===== src/rtl/ex_stage.sv =====
// Execute stage: operand forwarding, ALU, HI/LO multiply/divide and the EX/MEM pipeline register.
// Define EX_DIV_EN to build the iterative DIVU unit; without it DIVU is a no-op and stall_o is 0.
module ex_stage #(
    parameter int unsigned DIV_CYCLES = 32,
    localparam int unsigned XLEN = DIV_CYCLES
) (
    input  logic            clk,
    input  logic            rst,
    input  logic [XLEN-1:0] pc4_i,
    input  logic [XLEN-1:0] rs_data_i,
    input  logic [XLEN-1:0] rt_data_i,
    input  logic [XLEN-1:0] imm_i,
    input  logic [4:0]      rs_i,
    input  logic [4:0]      rt_i,
    input  logic [4:0]      rd_i,
    input  logic [4:0]      shamt_i,
    input  logic            regdst_i,
    input  logic [3:0]      aluop_i,
    input  logic [1:0]      alusrca_i,
    input  logic [1:0]      alusrcb_i,
    input  logic            mem2reg_i,
    input  logic            regwr_i,
    input  logic            memwr_i,
    input  logic [XLEN-1:0] fwd_mem_data_i,
    input  logic [4:0]      fwd_mem_reg_i,
    input  logic            fwd_mem_wr_i,
    input  logic [XLEN-1:0] fwd_wb_data_i,
    input  logic [4:0]      fwd_wb_reg_i,
    input  logic            fwd_wb_wr_i,
    input  logic            flush_i,
    output logic            stall_o,
    output logic [XLEN-1:0] alu_res_o,
    output logic [XLEN-1:0] st_data_o,
    output logic [4:0]      wr_reg_o,
    output logic            mem2reg_o,
    output logic            regwr_o,
    output logic            memwr_o
);

    localparam int unsigned PW = 2 * XLEN;

    localparam logic [3:0] OP_ADD  = 4'd0;
    localparam logic [3:0] OP_SUB  = 4'd1;
    localparam logic [3:0] OP_AND  = 4'd2;
    localparam logic [3:0] OP_OR   = 4'd3;
    localparam logic [3:0] OP_XOR  = 4'd4;
    localparam logic [3:0] OP_NOR  = 4'd5;
    localparam logic [3:0] OP_SLT  = 4'd6;
    localparam logic [3:0] OP_SLTU = 4'd7;
    localparam logic [3:0] OP_SLL  = 4'd8;
    localparam logic [3:0] OP_SRL  = 4'd9;
    localparam logic [3:0] OP_SRA  = 4'd10;
    localparam logic [3:0] OP_LUI  = 4'd11;
    localparam logic [3:0] OP_MULTU = 4'd12;
    localparam logic [3:0] OP_DIVU = 4'd13;
    localparam logic [3:0] OP_MFHI = 4'd14;
    localparam logic [3:0] OP_MFLO = 4'd15;

    logic [XLEN-1:0] rs_fwd;
    logic [XLEN-1:0] rt_fwd;
    logic [XLEN-1:0] op_a;
    logic [XLEN-1:0] op_b;
    logic [XLEN-1:0] alu_res;
    logic [PW-1:0]   prod;
    logic [XLEN-1:0] hi;
    logic [XLEN-1:0] lo;
    logic            stall;
    logic            div_commit;
    logic [XLEN-1:0] div_quo;
    logic [XLEN-1:0] div_rem;

    // MEM result wins over WB; register 0 is never forwarded
    always_comb begin
        rs_fwd = rs_data_i;
        rt_fwd = rt_data_i;
        if (fwd_mem_wr_i && fwd_mem_reg_i == rs_i && rs_i != 5'd0) begin
            rs_fwd = fwd_mem_data_i;
        end else if (fwd_wb_wr_i && fwd_wb_reg_i == rs_i && rs_i != 5'd0) begin
            rs_fwd = fwd_wb_data_i;
        end
        if (fwd_mem_wr_i && fwd_mem_reg_i == rt_i && rt_i != 5'd0) begin
            rt_fwd = fwd_mem_data_i;
        end else if (fwd_wb_wr_i && fwd_wb_reg_i == rt_i && rt_i != 5'd0) begin
            rt_fwd = fwd_wb_data_i;
        end
    end

    always_comb begin
        op_a = '0;
        op_b = '0;
        case (alusrca_i)
            2'd0:    op_a = rs_fwd;
            2'd1:    op_a = XLEN'(shamt_i);
            2'd2:    op_a = pc4_i;
            default: op_a = '0;
        endcase
        case (alusrcb_i)
            2'd0:    op_b = rt_fwd;
            2'd1:    op_b = imm_i;
            2'd2:    op_b = XLEN'(4);
            default: op_b = '0;
        endcase
    end

    assign prod = PW'(op_a) * PW'(op_b);

    always_comb begin
        alu_res = '0;
        case (aluop_i)
            OP_ADD:  alu_res = op_a + op_b;
            OP_SUB:  alu_res = op_a - op_b;
            OP_AND:  alu_res = op_a & op_b;
            OP_OR:   alu_res = op_a | op_b;
            OP_XOR:  alu_res = op_a ^ op_b;
            OP_NOR:  alu_res = ~(op_a | op_b);
            OP_SLT:  alu_res = XLEN'($signed(op_a) < $signed(op_b));
            OP_SLTU: alu_res = XLEN'(op_a < op_b);
            OP_SLL:  alu_res = op_b << op_a[4:0];
            OP_SRL:  alu_res = op_b >> op_a[4:0];
            OP_SRA:  alu_res = $unsigned($signed(op_b) >>> op_a[4:0]);
            OP_LUI:  alu_res = XLEN'({op_b[15:0], 16'h0000});
            OP_MFHI: alu_res = hi;
            OP_MFLO: alu_res = lo;
            default: alu_res = '0;
        endcase
    end

`ifdef EX_DIV_EN
    localparam int unsigned CNT_W = $clog2(DIV_CYCLES);

    typedef enum logic [1:0] {
        DIV_IDLE,
        DIV_BUSY,
        DIV_DONE
    } div_state_e;

    div_state_e      div_state;
    logic [CNT_W-1:0] div_cnt;
    logic [XLEN-1:0] div_dsr;
    logic [XLEN:0]   div_shift;
    logic [XLEN-1:0] div_sub;
    logic            div_ge;
    logic            div_start;

    // Stall must be visible in the same cycle DIVU reaches EX so ID/EX keeps holding it
    assign div_start  = (div_state == DIV_IDLE) && (aluop_i == OP_DIVU) && !flush_i && !rst;
    assign stall      = div_start || (div_state == DIV_BUSY);
    assign div_commit = (div_state == DIV_DONE) && !flush_i;
    assign div_shift  = {div_rem, div_quo[XLEN-1]};
    assign div_ge     = div_shift >= {1'b0, div_dsr};
    assign div_sub    = div_shift[XLEN-1:0] - div_dsr;

    // Restoring divider, one quotient bit per BUSY cycle
    always_ff @(posedge clk or posedge rst) begin
        if (rst) begin
            div_state <= DIV_IDLE;
            div_cnt   <= '0;
            div_dsr   <= '0;
            div_quo   <= '0;
            div_rem   <= '0;
        end else begin
            case (div_state)
                DIV_IDLE: begin
                    if (div_start) begin
                        div_quo   <= op_a;
                        div_dsr   <= op_b;
                        div_rem   <= '0;
                        div_cnt   <= '0;
                        div_state <= DIV_BUSY;
                    end
                end
                DIV_BUSY: begin
                    if (flush_i) begin
                        div_state <= DIV_IDLE;
                    end else begin
                        div_rem <= div_ge ? div_sub : div_shift[XLEN-1:0];
                        div_quo <= {div_quo[XLEN-2:0], div_ge};
                        div_cnt <= div_cnt + CNT_W'(1);
                        if (div_cnt == CNT_W'(DIV_CYCLES - 1)) begin
                            div_state <= DIV_DONE;
                        end
                    end
                end
                default: div_state <= DIV_IDLE;
            endcase
        end
    end
`else
    assign stall      = 1'b0;
    assign div_commit = 1'b0;
    assign div_quo    = '0;
    assign div_rem    = '0;
`endif

    assign stall_o = stall;

    // HI/LO: divider result on leaving DONE, MULTU product on its own committing edge
    always_ff @(posedge clk or posedge rst) begin
        if (rst) begin
            hi <= '0;
            lo <= '0;
        end else if (div_commit) begin
            hi <= div_rem;
            lo <= div_quo;
        end else if (aluop_i == OP_MULTU && !flush_i && !stall) begin
            hi <= prod[PW-1:XLEN];
            lo <= prod[XLEN-1:0];
        end
    end

    // EX/MEM pipeline register; stall or flush inserts a bubble
    always_ff @(posedge clk or posedge rst) begin
        if (rst) begin
            alu_res_o <= '0;
            st_data_o <= '0;
            wr_reg_o  <= '0;
            mem2reg_o <= 1'b0;
            regwr_o   <= 1'b0;
            memwr_o   <= 1'b0;
        end else if (flush_i || stall) begin
            alu_res_o <= '0;
            st_data_o <= '0;
            wr_reg_o  <= '0;
            mem2reg_o <= 1'b0;
            regwr_o   <= 1'b0;
            memwr_o   <= 1'b0;
        end else begin
            alu_res_o <= alu_res;
            st_data_o <= rt_fwd;
            wr_reg_o  <= regdst_i ? rd_i : rt_i;
            mem2reg_o <= mem2reg_i;
            regwr_o   <= regwr_i;
            memwr_o   <= memwr_i;
        end
    end

endmodule


===== config.mk =====
export PLATFORM = sky130hd
export DESIGN_NAME = ex_stage
export DESIGN_NICKNAME = d
export VERILOG_FILES = /design/src/rtl/ex_stage.sv
export SDC_FILE = /design/constraint.sdc
export NUM_CORES = 2
export LEC_CHECK = 0
export CORE_UTILIZATION = 50
export DETAILED_ROUTE_END_ITERATION = 7
export PLACE_DENSITY = 0.67
export SYNTH_ARGS = -nofsm -noshare
export SYNTH_HDL_FRONTEND = slang
export SYNTH_SLANG_ARGS = --single-unit

===== constraint.sdc =====
create_clock -name clk -period 7.75 [get_ports clk]
set_input_delay 1.1625 -clock clk [delete_from_list [all_inputs] [get_ports clk]]
set_output_delay 1.1625 -clock clk [all_outputs]
set_load 0.02 [all_outputs]

==> reports/results.ini <==
[floorplan]
ios=312
fp.dieH_um=312
core_area_um2=95000
fp-row-count=113
die_area_um2=97300
start_util=0.506
die_w_um=312

[drt]
dr.pass1.iters=8
avgRoutedWirePerCell_um=29.4
ant_nets=0
vias_per_cell=6.09
vias=49800
drtIter0Drc=5904
drc=0
drt-total-wl_mm=240

[clock_network]
h-tree-depth=4
ctsHoldBuffers=0
tritoncts=done
cts_inserted_buffers=17
clk_pin_slew_worst_paths_ps=90
clock-root-buffer=clkbuf_16
insertion_delay_ps=520
clk_path_buf_depth=2
numClockSinks=136

[cells_and_area]
final_cell_area_um2=66000
drive_above_1_share=0.280
nets=8390
syn_to_final_growth_pct=37.4
fin_cells=8178

[yosys]
ys_types=105
synth_nets=7258
yosys.area.top_type=fa_1
synthArstFlopShare=1.00
ys_top_cells_by_area=fa_1 (37%), ha_1 (9.4%), inv_1 (7.6%)
synth_area_um2=48000
synth_cells=5761
yosysSeqAreaShare=0.0709
synth_edf_count=0
synth_top_area_share=0.374
syn_avg_cell_area_um2=8.34
synth_top_flop_cell=dfrtp_1
ys_seq_elements=136
ys_warn_count=0

[global_routing]
gr-usage-met3=0.144
gr-usage-met1=0.614
use_met2=0.726
grt_start_max_net_pins=80
grt_usage=0.491
gr-total-overflow=0
top_usage_layer=met2
grt_pass1_vias=51000
grt_first_pass_wirelength_mm=343
antenna_found_initial=8

[placement]
place.gp.congestion=1.07
dp_cells=7962
numPortBuffers=310
hpwl_mm=195
place_ws_ps=-3260
post_dp_cell_area_um2=60700

[timing]
period_needed_ps=9890
skew_ps=22.0
fin_crit_sh=1.28
worstMarginPinSlew_ps=1270
relSlewSlack=0.151
fmax_mhz=101
final_hold_viol_count=0
slew_viol_final=0
worst_slack_ps=-2140
rsz0062_at_grt=yes
setup_viol=55
final.setup.tns_ps=-88570

[run_status]
status=finished with violations
violations=setup timing

[critical_path]
cp_data_required_time_ps=8130
cp_slowest_stage_delay_ps=570
cp_slowest_cell=or4_4
crit_path_end_kind=flip-flop
path_max_fanout=11
crit_path_start_kind=input port
crit_type=input port to flip-flop
cp_data_arrival_time_ps=10260
crit_top_cell=fa_1

[hold_path]
hold_class=flip-flop to flip-flop

[pwr]
p_per_area_nw_per_um2=320
p_leak_nw=30.9
p_total_mw=21.1
ir_drop_mv=0.715

[flow_run]
maxCapViolations=0

## synthesized netlist by cell type (11+ instances only)
library cell and count:
a211oi_1 79, a21o_1 51, a21oi_1 199, a221o_1 14, a221oi_1 26, a22o_1 12
a22oi_1 50, a31oi_1 32, a32oi_1 27, and3_1 11, buf_1 57, buf_2 39
clkbuf_1 248, clkinv_1 13, dfrtp_1 136, fa_1 897, ha_1 361, inv_1 975
inv_2 23, mux2_2 23, mux2i_1 179, nand2_1 657, nand2b_1 25, nand3_1 48
nand4_1 18, nor2_1 791, nor2b_1 26, nor3_1 48, o211a_1 11, o211ai_1 27
o21a_1 15, o21ai_0 194, o21ai_1 22, o21bai_1 19, o221ai_1 24, o22ai_1 31
o31ai_1 19, or2_2 14, xnor2_1 68, xor2_1 27
## cells in the final DEF (no fill, tap or decap), types with 68 or more instances in the layout
| cell | instances |
|---|---|
| clkdlybuf4s50_1 | 285 |
| buf_12 | 129 |
| buf_4 | 904 |
| fa_1 | 837 |
| nor2_1 | 614 |
| nand2_1 | 636 |
| inv_1 | 902 |
| mux2i_1 | 163 |
| o21ai_0 | 124 |
| inv_2 | 68 |
| ha_1 | 312 |
| a21oi_1 | 149 |
| nor2_2 | 126 |
| buf_6 | 111 |
| dfrtp_1 | 136 |
## metal layers
layer,wire length (µm),vias to the layer above
li1,-,20700
met1,86000,24700
met2,102000,3509
met3,29800,936
met4,22200,6
met5,38,-
## timing repair
item | CTS | global route
endpoints found under the setup margin | 56 | 56
gates resized for setup | 534 | 338
pin swaps | 241 | 191
cloned | 5 | 0
buffers inserted | 133 | 60
## final timing paths
path | from | endpoint | slack [ps] | cells past startpoint
setup reg to reg | hi[20] | alu_res_o[20] | 5240 | 7
max in group asynchronous | rst | hi[16] | 5080 | 3
setup / recovery | rs_i[3] | hi[2] | -2140 | 38
hold reg to reg | lo[25] | lo[25] | 490 | 2
min in group asynchronous | rst | alu_res_o[14] | 1200 | 2
hold / removal | lo[25] | lo[25] | 490 | 2
## registers in the layout (all words and copies together), names as in the netlist
register and cells:
lo 32, alu_res_o 32, mem2reg_o 1, regwr_o 1
wr_reg_o 5, memwr_o 1, st_data_o 32, hi 32
## cells by family (layout without fill, tap and decap cells)
kind of cell / after synthesis / after routing / synth area share
xor gates and xnor gates: 95 / 95 / 0.0173
DFF: 136 / 136 / 0.0709
muxes: 215 / 215 / 0.0475
buffers and inverters: 1375 / 2518 / 0.111
other: 1 / 9 / 0.0000781
and+or+nand+nor: 1701 / 1702 / 0.145
AOI/OAI and AO/OA: 980 / 980 / 0.140
adders and majority gates: 1258 / 1258 / 0.468
## through the flow
step	utilization	hold slack [ps]
5_1_grt	0.695	520
6_report	0.695	495
3_5_place_dp	0.639	474
2_1_floorplan	-	446
3_3_place_gp	0.639	465
4_1_cts	0.679	494
## final cells by class
type                            count  area (µm²)
Multi-Input combinational cell   4251       42300
Fill cell                        7630       29000
Timing Repair Buffer             1472       14000
Inverter                         1015        4010
Sequential cell                   136        3400
Tap cell                         1265        1580
Clock buffer                       18         429
Clock inverter                     13         193
Antenna cell                        8        20.0
## power by group
part           internal (mW)  switching [mW]  total [mW]
sequential             0.876           0.171        1.05
clock                  0.543           0.455       0.997
combinational           8.48            10.6        19.1
total                   9.90            11.2        21.1
## worst max-delay path, delay by kind of cell
| family | cells | cell delay [ps] |
|---|---|---|
| adder cells (fa/ha/maj) | 10 | 4180 |
| AO/OA/AOI/OAI | 8 | 1670 |
| buffers and inverters | 13 | 1620 |
| AND/OR/NAND/NOR | 5 | 1270 |
| XOR/XNOR | 1 | 190 |
| multiplexers | 1 | 130 |
No activity file was read; power rests on OpenSTA's default activity.
